==> src/rtl/hamming_serial_decoder.sv <==
// -----------------------------------------------------------------------------
// hamming_serial_decoder
// Serial Hamming(7,4) decoder and single-error corrector. It assembles a
// 7-bit codeword from strobed serial bits, computes the syndrome, corrects any
// single-bit error and re-serialises the 4 corrected data bits with its own
// strobe. It also keeps a saturating count of frames that had a non-zero
// syndrome.
//
// Ports:
//   clk         rising-edge clock
//   rst         asynchronous, active-high reset
//   strobe_in   d_in carries a valid codeword bit this cycle
//   d_in        serial codeword bit, c0 first, c6 last
//   strobe_out  high for exactly 4 consecutive cycles per decoded frame
//   d_out       corrected data bit, d0 first; 0 when strobe_out is low
//   err_flag    syndrome of the last frame was non-zero (held)
//   err_pos     last syndrome {s2,s1,s0} (held)
//   err_cnt     frames with non-zero syndrome, saturating at 255
//
// Codeword layout c[6:0] = {p2,p1,p0,d3,d2,d1,d0}.
// -----------------------------------------------------------------------------
module hamming_serial_decoder (
    input  logic       clk,
    input  logic       rst,
    input  logic       strobe_in,
    input  logic       d_in,
    output logic       strobe_out,
    output logic       d_out,
    output logic       err_flag,
    output logic [2:0] err_pos,
    output logic [7:0] err_cnt
);

    localparam int unsigned CW_W     = 7;
    localparam int unsigned DATA_W   = 4;
    localparam int unsigned SYN_W    = 3;
    localparam int unsigned CNT_W    = 8;
    localparam int unsigned RX_CNT_W = 3;
    localparam int unsigned TX_IDX_W = 2;

    localparam logic [RX_CNT_W-1:0] RX_LAST  = RX_CNT_W'(CW_W - 1);
    localparam logic [TX_IDX_W-1:0] TX_LAST  = TX_IDX_W'(DATA_W - 1);
    localparam logic [CNT_W-1:0]    CNT_MAX  = '1;

    typedef enum logic [0:0] {
        ST_IDLE = 1'b0,
        ST_TX   = 1'b1
    } state_e;

    // ------------------------------------------------------------------
    // Receive side
    // ------------------------------------------------------------------
    logic [RX_CNT_W-1:0] rx_cnt_q, rx_cnt_d;
    logic [CW_W-1:0]     rx_sr_q,  rx_sr_d;
    logic                frame_ready_q, frame_ready_d;

    // Shift in from the top so that after 7 strobes rx_sr_q[i] holds c_i.
    always_comb begin
        rx_cnt_d      = rx_cnt_q;
        rx_sr_d       = rx_sr_q;
        frame_ready_d = 1'b0;
        if (strobe_in) begin
            rx_sr_d = {d_in, rx_sr_q[CW_W-1:1]};
            if (rx_cnt_q == RX_LAST) begin
                rx_cnt_d      = '0;
                frame_ready_d = 1'b1;
            end else begin
                rx_cnt_d = rx_cnt_q + RX_CNT_W'(1);
            end
        end
    end

    always_ff @(posedge clk or posedge rst) begin
        if (rst) begin
            rx_cnt_q      <= '0;
            rx_sr_q       <= '0;
            frame_ready_q <= 1'b0;
        end else begin
            rx_cnt_q      <= rx_cnt_d;
            rx_sr_q       <= rx_sr_d;
            frame_ready_q <= frame_ready_d;
        end
    end

    // ------------------------------------------------------------------
    // Syndrome and correction
    // ------------------------------------------------------------------
    // rx_sr_q is only consumed on the cycle frame_ready_q is high; the next
    // frame's c0 shifts in on that same edge, so the word is still intact.
    logic [SYN_W-1:0]  syndrome;
    logic [DATA_W-1:0] flip_mask;
    logic [DATA_W-1:0] data_corr;

    always_comb begin
        syndrome[0] = rx_sr_q[4] ^ rx_sr_q[0] ^ rx_sr_q[1] ^ rx_sr_q[3];
        syndrome[1] = rx_sr_q[5] ^ rx_sr_q[0] ^ rx_sr_q[2] ^ rx_sr_q[3];
        syndrome[2] = rx_sr_q[6] ^ rx_sr_q[1] ^ rx_sr_q[2] ^ rx_sr_q[3];
    end

    // Single-bit syndromes point at parity bits: data passes unchanged.
    always_comb begin
        flip_mask = '0;
        unique case (syndrome)
            3'b011:  flip_mask = 4'b0001;
            3'b101:  flip_mask = 4'b0010;
            3'b110:  flip_mask = 4'b0100;
            3'b111:  flip_mask = 4'b1000;
            default: flip_mask = '0;
        endcase
    end

    assign data_corr = rx_sr_q[DATA_W-1:0] ^ flip_mask;

    // ------------------------------------------------------------------
    // Decode / transmit FSM
    // ------------------------------------------------------------------
    state_e              state_q, state_d;
    logic [TX_IDX_W-1:0] tx_idx_q, tx_idx_d;
    logic [TX_IDX_W-1:0] tx_idx_nxt;
    logic [DATA_W-1:0]   tx_q, tx_d;
    logic                strobe_out_q, strobe_out_d;
    logic                d_out_q, d_out_d;
    logic                err_flag_q, err_flag_d;
    logic [SYN_W-1:0]    err_pos_q, err_pos_d;
    logic [CNT_W-1:0]    err_cnt_q, err_cnt_d;

    assign tx_idx_nxt = tx_idx_q + TX_IDX_W'(1);

    // A new frame always wins: it restarts TX at index 0 even mid-burst.
    always_comb begin
        state_d      = state_q;
        tx_idx_d     = tx_idx_q;
        tx_d         = tx_q;
        strobe_out_d = 1'b0;
        d_out_d      = 1'b0;
        err_flag_d   = err_flag_q;
        err_pos_d    = err_pos_q;
        err_cnt_d    = err_cnt_q;

        if (frame_ready_q) begin
            state_d      = ST_TX;
            tx_d         = data_corr;
            tx_idx_d     = '0;
            strobe_out_d = 1'b1;
            d_out_d      = data_corr[0];
            err_flag_d   = |syndrome;
            err_pos_d    = syndrome;
            if ((|syndrome) && (err_cnt_q != CNT_MAX)) begin
                err_cnt_d = err_cnt_q + CNT_W'(1);
            end
        end else begin
            unique case (state_q)
                ST_IDLE: begin
                    state_d = ST_IDLE;
                end
                ST_TX: begin
                    if (tx_idx_q == TX_LAST) begin
                        state_d = ST_IDLE;
                    end else begin
                        tx_idx_d     = tx_idx_nxt;
                        strobe_out_d = 1'b1;
                        d_out_d      = tx_q[tx_idx_nxt];
                    end
                end
                default: state_d = ST_IDLE;
            endcase
        end
    end

    always_ff @(posedge clk or posedge rst) begin
        if (rst) begin
            state_q      <= ST_IDLE;
            tx_idx_q     <= '0;
            tx_q         <= '0;
            strobe_out_q <= 1'b0;
            d_out_q      <= 1'b0;
            err_flag_q   <= 1'b0;
            err_pos_q    <= '0;
            err_cnt_q    <= '0;
        end else begin
            state_q      <= state_d;
            tx_idx_q     <= tx_idx_d;
            tx_q         <= tx_d;
            strobe_out_q <= strobe_out_d;
            d_out_q      <= d_out_d;
            err_flag_q   <= err_flag_d;
            err_pos_q    <= err_pos_d;
            err_cnt_q    <= err_cnt_d;
        end
    end

    assign strobe_out = strobe_out_q;
    assign d_out      = d_out_q;
    assign err_flag   = err_flag_q;
    assign err_pos    = err_pos_q;
    assign err_cnt    = err_cnt_q;

endmodule

==> config.mk <==
export PLATFORM = sky130hd
export DESIGN_NAME = hamming_serial_decoder
export DESIGN_NICKNAME = d
export VERILOG_FILES = /design/src/rtl/hamming_serial_decoder.sv
export SDC_FILE = /design/constraint.sdc
export NUM_CORES = 1
export LEC_CHECK = 0
export ABC_AREA = 1
export CORE_UTILIZATION = 55
export DETAILED_ROUTE_END_ITERATION = 8
export PLACE_DENSITY = 0.86
export SYNTH_ARGS = -nofsm -noshare
export SYNTH_HDL_FRONTEND = slang
export SYNTH_SLANG_ARGS = --single-unit
==> constraint.sdc <==
create_clock -name clk -period 1.9 [get_ports clk]
set_input_delay 0.38 -clock clk [delete_from_list [all_inputs] [get_ports clk]]
set_output_delay 0.38 -clock clk [all_outputs]
set_load 0.05 [all_outputs]
==> results summary, run 1 <==
The total count of hold-check failures in the final report came out at 0. The signal on the critical path passes through clkdlybuf4s50_1. Using the TritonRoute via totals, the vias-per-cell ratio works out to 5.17.

The analysis attributes to cell leakage a power of 1.03 nW. After global routing the overflow that remains totals 0. The post-synthesis sequential element count is 31. The number of antenna diodes is 0. The tightest slew margin relative to the limit came out at 0.660.

Dividing the synthesized area by the synthesized cell count gives 7.78 um^2. For met3 alone, demand over resource in global routing was 0.0484. The kind of cell with the highest combined delay on the critical path is buffers and inverters. The share of synthesized area in the top cell type comes to 0.468. The slew at the pin with the worst max-slew slack came out at 509 ps. The worst setup path is of the reg2out kind. The warning count from the yosys run came out at 0. The clock transition at the registers of the reported paths came out at 90 ps. The depth of the CTS H-tree is 2.

The remaining number of nets flagged by the antenna check after routing came out at 0. The proportion of layout cells with a drive suffix above 1 came out at 0.145. The CTS root buffer is clkbuf_4.

The worst-case vdd ir drop is 698 uV. The number of rows in the core area came out at 19. The switching share of power is 0.431. The CTS tree is built.

The post-route setup TNS is 0 ps. Entering global routing, the biggest net connects 32 pins. The post-synthesis cell area is 1660 um^2.

The routed wire length is 3.01 mm. The pre-CTS setup slack is 283 ps. Cell internal power was estimated by the tool at 0.00142 W. The share of the core filled with cells came out at 0.684. The register area share after synthesis is 0.468. Setup violations remaining at the end of the flow were counted as 0. The layer carrying the most global-route usage is met2. The initial antenna violation count is 0. The final-report max-slew violation count is 0. The worst setup margin is 46.0 ps. The final instance area came out at 1920 um^2. The cell count after synthesis came out at 213. The maximum clock insertion buffer count came out at 2. Counting both buffers and inverters, the worst setup path holds a total of 1. The die footprint came out at 3240 um^2. The part of the power in the clock network came out at 0.171. The filler cells instantiated in the layout total 245. The detailed-routing iteration count for the pre-antenna-repair pass came out at 6. Once placement finished, the instance area stood at 1840 um^2. By area the synthesized netlist is led by dfrtp_1 47%, nand2_1 17%, nand4_1 3.8%, inv_1 3.6%, nor2_1 3.6%. The worst setup path is launched from a flop.

The fraction of met1 tracks used by global routing came out at 0.276. The synthesized design spends more area on one cell type than any other, namely dfrtp_1. STA classifies the critical path endpoint as an output port. The growth of design area from synthesis to finish is 15.9%. Measured along the x axis, the die boundary spans 56.9 um. At the end of routability-driven placement, the weighted congestion stood at 0.816. The top-level I/O count is 18. The net switching power of the design is 0.00108 W. Derived from the worst setup path, the maximum achievable clock frequency is 539 MHz. The latest clock arrival within the worst-skew pair is 320 ps. The run finished, with violations left.

Setup repair after global routing left no endpoint under its margin. The max-capacitance violation count is 0. The CTS sink count came out at 31. The net count of the finished layout is 240.

In this run the worst hold path is classified as in2async. The setup skew after layout is 6.64 ps. The post-route DRC violation count came out at 4. The slowest stage of the critical path is the clkdlybuf4s50_1 cell.

After the first detailed-routing iteration, the DRC count stood at 58. The register-to-register setup slack came out at 310 ps. The arrival time reported for the critical path endpoint came out at 1470 ps. The distinct cell type count of the synthesized netlist came out at 25.

The largest incremental delay on the critical path is 800 ps. The share of total power dissipated in combinational logic is 0.432. Synthesis produced a netlist with a net count of 219.

The number of global-route vias before repair came out at 1235. The global-route usage over all layers came out at 0.216. Buffers inserted during clock tree synthesis total 5.

The sum of net half-perimeters after detailed placement is 2.20 mm. The area of the placeable core is 2810 um^2. The die span in y is 56.9 um. Dividing the final minimum period by the clock period gives 0.976. After detailed routing, the average wire length per cell comes to 11.3 um. The worst endpoint required time is 1520 ps. Counting I/O delays and the setup requirement, the final critical path takes 1850 ps. Of the total power, registers draw 0.397. The initial core utilization is 0.591. The wire length of the first global-routing pass came out at 5.29 mm. The final reports fail on DRC. The largest fanout of any net on the critical path is 2. In the global route stage, met2 resource usage came out at 0.346.

The number of input and output port buffers inserted is 17. The total via count after detailed routing came out at 1376. The power per unit of standard cell area came out at 1300 nW/um^2.
[Yosys cell counts (all sizes together)]
master	count
nand3	9
xnor2	2
inv	20
clkinv	2
or2	1
o21ai	15
a21oi	4
xor2	5
clkbuf	5
nor2	17
nand2	86
o32ai	1
dfrtp	31
nand4	10
nor3	2
ha	2
o31ai	1
[through the flow]
step / instances / power, W / hold slack (ps)
2_1_floorplan: 213 / 0.00181 / 450
3_3_place_gp: 258 / 0.00206 / 462
3_5_place_dp: 258 / 0.00209 / 467
4_1_cts: 266 / 0.00252 / 417
5_1_grt: 266 / 0.00269 / 445
6_report: 266 / 0.00250 / 420
[power by group through the flow]
stage	sequential, W	combinational, W	clock, W
detailed placement	0.00101	0.00109	0
global placement	0.000999	0.00106	0
CTS	0.000993	0.00109	0.000439
global route	0.00102	0.00120	0.000472
floorplan	0.00124	0.000570	0
finish	0.000992	0.00108	0.000427
[sequential cells by signal, indices dropped and copies added (netlist names)]
| name | flops |
|---|---|
| frame_ready_q | 1 |
| err_pos | 3 |
| rx_cnt_q | 3 |
| rx_sr_q | 7 |
| tx_idx_q | 2 |
| state_q | 1 |
| err_flag | 1 |
| d_out | 1 |
| err_cnt | 8 |
| tx_q | 4 |
[routing by layer]
metal | vias up | wire (um)
met5 | - | 0
met4 | 0 | 46
met3 | 4 | 86
met2 | 18 | 1470
met1 | 631 | 1410
li1 | 723 | -
[logic make-up after synthesis]
kind of cell	synth area share
buf+inv	0.0634
compound gates	0.0672
flops	0.468
xor+xnor	0.0370
simple gates	0.349
fa+ha+maj	0.0151
[placed cells by master (no fill, tap or decap), drive strengths merged, types with 3 or more instances in the layout]
| cell | count |
|---|---|
| nand2 | 86 |
| xor2 | 5 |
| nand4 | 10 |
| a21oi | 4 |
| dlymetal6s2s | 3 |
| dfrtp | 31 |
| clkdlybuf4s50 | 6 |
| inv | 20 |
| nand3 | 9 |
| nor2 | 17 |
| o21ai | 15 |
| clkbuf | 8 |
| buf | 9 |
[timing repair]
| action | CTS | global route |
|---|---|---|
| setup buffers | 0 | 0 |
| setup endpoints to repair | 1 | 3 |
| resized for setup | 1 | 3 |
| hold buffers | 0 | 0 |
[worst paths after layout]
path / startpoint / endpoint / cells past startpoint
max: err_flag / err_flag / 1
min: rst / rx_cnt_q[0] / 3
min reg2reg: err_flag / err_flag / 2
max reg2reg: err_cnt[0] / err_cnt[1] / 7
max in group asynchronous: rst / rx_sr_q[2] / 3
min in group clk: err_flag / err_flag / 2
[cell type report]
class,instances,area (um^2),share of cell area
Tap cell,31,38.8,0.0202
Sequential cell,31,776,0.404
Clock buffer,8,68.8,0.0359
Multi-Input combinational cell,155,776,0.404
Inverter,22,86.3,0.0450
Timing Repair Buffer,19,174,0.0906
Power figures use the tool's default switching activity.
==> run 2: changes to the inputs <==
--- a/config.mk
+++ b/config.mk
@@ -9,6 +9,7 @@
 export CORE_UTILIZATION = 55
 export DETAILED_ROUTE_END_ITERATION = 8
 export PLACE_DENSITY = 0.86
+export REMOVE_ABC_BUFFERS = 1
 export SYNTH_ARGS = -nofsm -noshare
 export SYNTH_HDL_FRONTEND = slang
 export SYNTH_SLANG_ARGS = --single-unit
==> run 2 against run 1 <==
Net effect: the run still ends with DRC left; cell count up 0.38%; clock power down 15%; worst setup slack better by 22 ps; largest cell class unchanged; largest power group unchanged; highest routed layer unchanged.
==> results summary, run 2 (synthesis results as in run 1) <==
The top-level I/O count is 18 (unchanged). The arrival time reported for the critical path endpoint came to 1450 ps (was 1470 ps). Violations in the final reports: DRC (unchanged). The CTS root buffer is clkbuf_4 (unchanged). The buffers inserted during post-CTS setup optimization is 0 (unchanged). The global-route usage over all layers is 0.223 (was 0.216).

The largest net degree at the start of global routing is 32 (unchanged). The final-report max-slew violation count is 0 (unchanged). The slew at the pin with the worst max-slew slack is 507 ps (was 509 ps). The power consumption came out at 0.00244 W (was 0.00250 W). The number of input and output port buffers inserted is 17 (unchanged).

The maximum clock insertion buffer count came out at 2 (unchanged). The depth of the CTS H-tree was 2 (unchanged). The tightest slew margin relative to the limit came out at 0.661 (was 0.660). The share of the core filled with cells came out at 0.682 (was 0.684). The category of the worst setup path capture point is an output port (unchanged). The proportion of layout cells with a drive suffix above 1 came out at 0.144 (was 0.145). The die footprint came to 3240 um^2 (unchanged). Commonest non-fill, non-tap cells in the layout: 76 x nand2_1, 31 x dfrtp_1, 16 x nor2_1, 16 x inv_1 (unchanged). The growth of design area from synthesis to finish came out at 15.5% (was 15.9%). The terminus of the critical flop-to-flop path is err_cnt[2] (was err_cnt[1]). The initial core utilization came out at 0.591 (unchanged). The post-route DRC violation count is 4 (unchanged).

The remaining number of nets flagged by the antenna check after routing came to 0 (unchanged). The master of the slowest instance on the critical path was clkdlybuf4s50_1 (unchanged). The startpoint-to-endpoint class of the critical path is reg2out (unchanged). The routed wire length was 3.03 mm (was 3.01 mm). The area of the placeable core came out at 2810 um^2 (unchanged).

The standard cell area after detailed placement came to 1850 um^2 (was 1840 um^2). The total count of hold-check failures in the final report is 0 (unchanged). The detailed-routing iteration count for the pre-antenna-repair pass was 6 (unchanged).

The setup-violating endpoint count in the final report came out at 0 (unchanged). The die span in y is 56.9 um (unchanged). The number of DRC markers in iteration 0 came to 62 (was 58). The static leakage was 1.05 nW (was 1.03 nW).

The number of flip-flops under the largest register name came out at 8 (unchanged). The worst-case vdd ir drop was 735 uV (was 698 uV). The latest clock arrival within the worst-skew pair is 330 ps (was 320 ps).

The worst endpoint required time is 1520 ps (about the same). The sum of net half-perimeters after detailed placement came out at 2.19 mm (was 2.20 mm). The critical path startpoint category is a flop (unchanged). The number of antenna diodes came out at 0 (unchanged). The most frequent standard cell in the layout excluding fill and tap cells is nand2_1 (unchanged).

The shortest clock period the worst path allows after layout is 1830 ps (was 1850 ps). The post-route setup TNS is 0 ps (unchanged). The number of nets in the layout was 241 (was 240).

The largest fanout of any net on the critical path was 1 (was 2). The final instance area came out at 1910 um^2 (was 1920 um^2). The setup skew after layout came out at 8.74 ps (was 6.64 ps). The CTS sink count came out at 31 (unchanged). The number of buffers inserted during clock tree synthesis is 5 (unchanged).

The register-to-register setup slack is 330 ps (was 310 ps). The final worst-path cycle share is 0.964 (was 0.976). The number of global-route vias before repair is 1323 (was 1235).

The max-capacitance violation count came out at 0 (unchanged). The wire length of the first global-routing pass is 5.40 mm (was 5.29 mm). The routed wire length per instance was 11.4 um (was 11.3 um). The largest incremental delay on the critical path came out at 790 ps (was 800 ps).

The number of hold buffers added after cts is 0 (unchanged). The detail-routed via count per cell is 5.09 (was 5.17). The CTS tree was built (unchanged). The leftover overflow at the end of global routing came out at 0 (unchanged).

The initial antenna violation count is 0 (unchanged). Run status: complete, but fails checks (unchanged). Chain of cells forming the critical path: clkdlybuf4s50_1 (unchanged). The kind of cell with the highest combined delay on the critical path is buffers and inverters (unchanged).

The length in cells of the worst reg-to-reg path was 7 (unchanged). The routability congestion estimate came out at 0.803 (was 0.816). The worst hold-check path type is in2async (unchanged). The number of rows in the core area was 19 (unchanged). The buffers plus inverters on the worst setup path is 1 (unchanged). The clock transition at the registers of the reported paths came out at 100 ps (was 90 ps). The highest achievable clock rate is 546 MHz (was 539 MHz). The beginning of the worst register-to-register path is err_cnt[0] (unchanged).

The horizontal die dimension was 56.9 um (unchanged). The total via count after detailed routing is 1358 (was 1376). RSZ-0062 raised after global routing: false (unchanged). The power per unit of standard cell area came out at 1270 nW/um^2 (was 1300 nW/um^2).
-- run 2: changes by cell type in the layout (fill, tap and decap cells not counted), sizes merged --
cell,change
clkdlybuf4s50,-2
dlymetal6s2s,+2
buf,+1
clkbuf,-1
clkinv,+1
-- run 2: worst max-delay path by stage --
stage / startpoint / to / slack, ps / cells after the start
6_report: d_out / d_out / 70 / 1
2_1_floorplan: err_cnt[1] / err_cnt[4] / 160 / 7
4_1_cts: err_pos[2] / err_pos[2] / 8 / 1
3_3_place_gp: err_pos[0] / err_pos[0] / 380 / 1
3_5_place_dp: err_cnt[0] / err_cnt[2] / 360 / 7
5_1_grt: d_out / d_out / 40 / 1
-- run 2: layer usage --
layer / vias up / global-route usage / wire length (um) / part of all wire
li1: 722 / - / - / -
met1: 602 / 0.262 / 1480 / 0.49
met2: 27 / 0.353 / 1350 / 0.44
met3: 7 / 0.0530 / 120 / 0.040
met4: 0 / 0.160 / 78 / 0.026
met5: - / 0 / 0 / 0
-- run 2: stage by stage --
stage / hold slack [ps] / setup slack, ps / cells
after global placement: 462 / 381 / 259
after global routing: 454 / 37.8 / 267
final: 422 / 68.1 / 267
after floorplan: 450 / 163 / 208
after detailed placement: 469 / 358 / 259
after CTS: 428 / 7.54 / 267
-- run 2: where the power goes --
part	switching, W	total, W	leakage (nW)	internal [W]
clock network	0.000218	0.000362	0.0293	0.000144
registers	0.000141	0.000987	0.397	0.000846
logic	0.000727	0.00109	0.626	0.000360
-- run 2: cell type report --
class / count / area (um^2)
fill: 239 / 892
inverter: 22 / 86.3
clock inverter: 1 / 5.00
timing repair buffer: 20 / 186
clock buffer: 7 / 45.0
sequential: 31 / 776
multi-input combinational: 155 / 776
tap: 31 / 38.8
-- run 2: timing repair --
item | in CTS | in global routing
pin swaps | 0 | 0
resized for setup | 1 | 5
endpoints found under the setup margin | 1 | 5
endpoints found under the hold margin | 0 | 0
==> run 3: changes to the inputs <==
--- a/config.mk
+++ b/config.mk
@@ -13,3 +13,4 @@
 export SYNTH_ARGS = -nofsm -noshare
 export SYNTH_HDL_FRONTEND = slang
 export SYNTH_SLANG_ARGS = --single-unit
+export TNS_END_PERCENT = 5
==> results of run 3 <==
Final layout, timing and power as in run 2 (identical DEF).
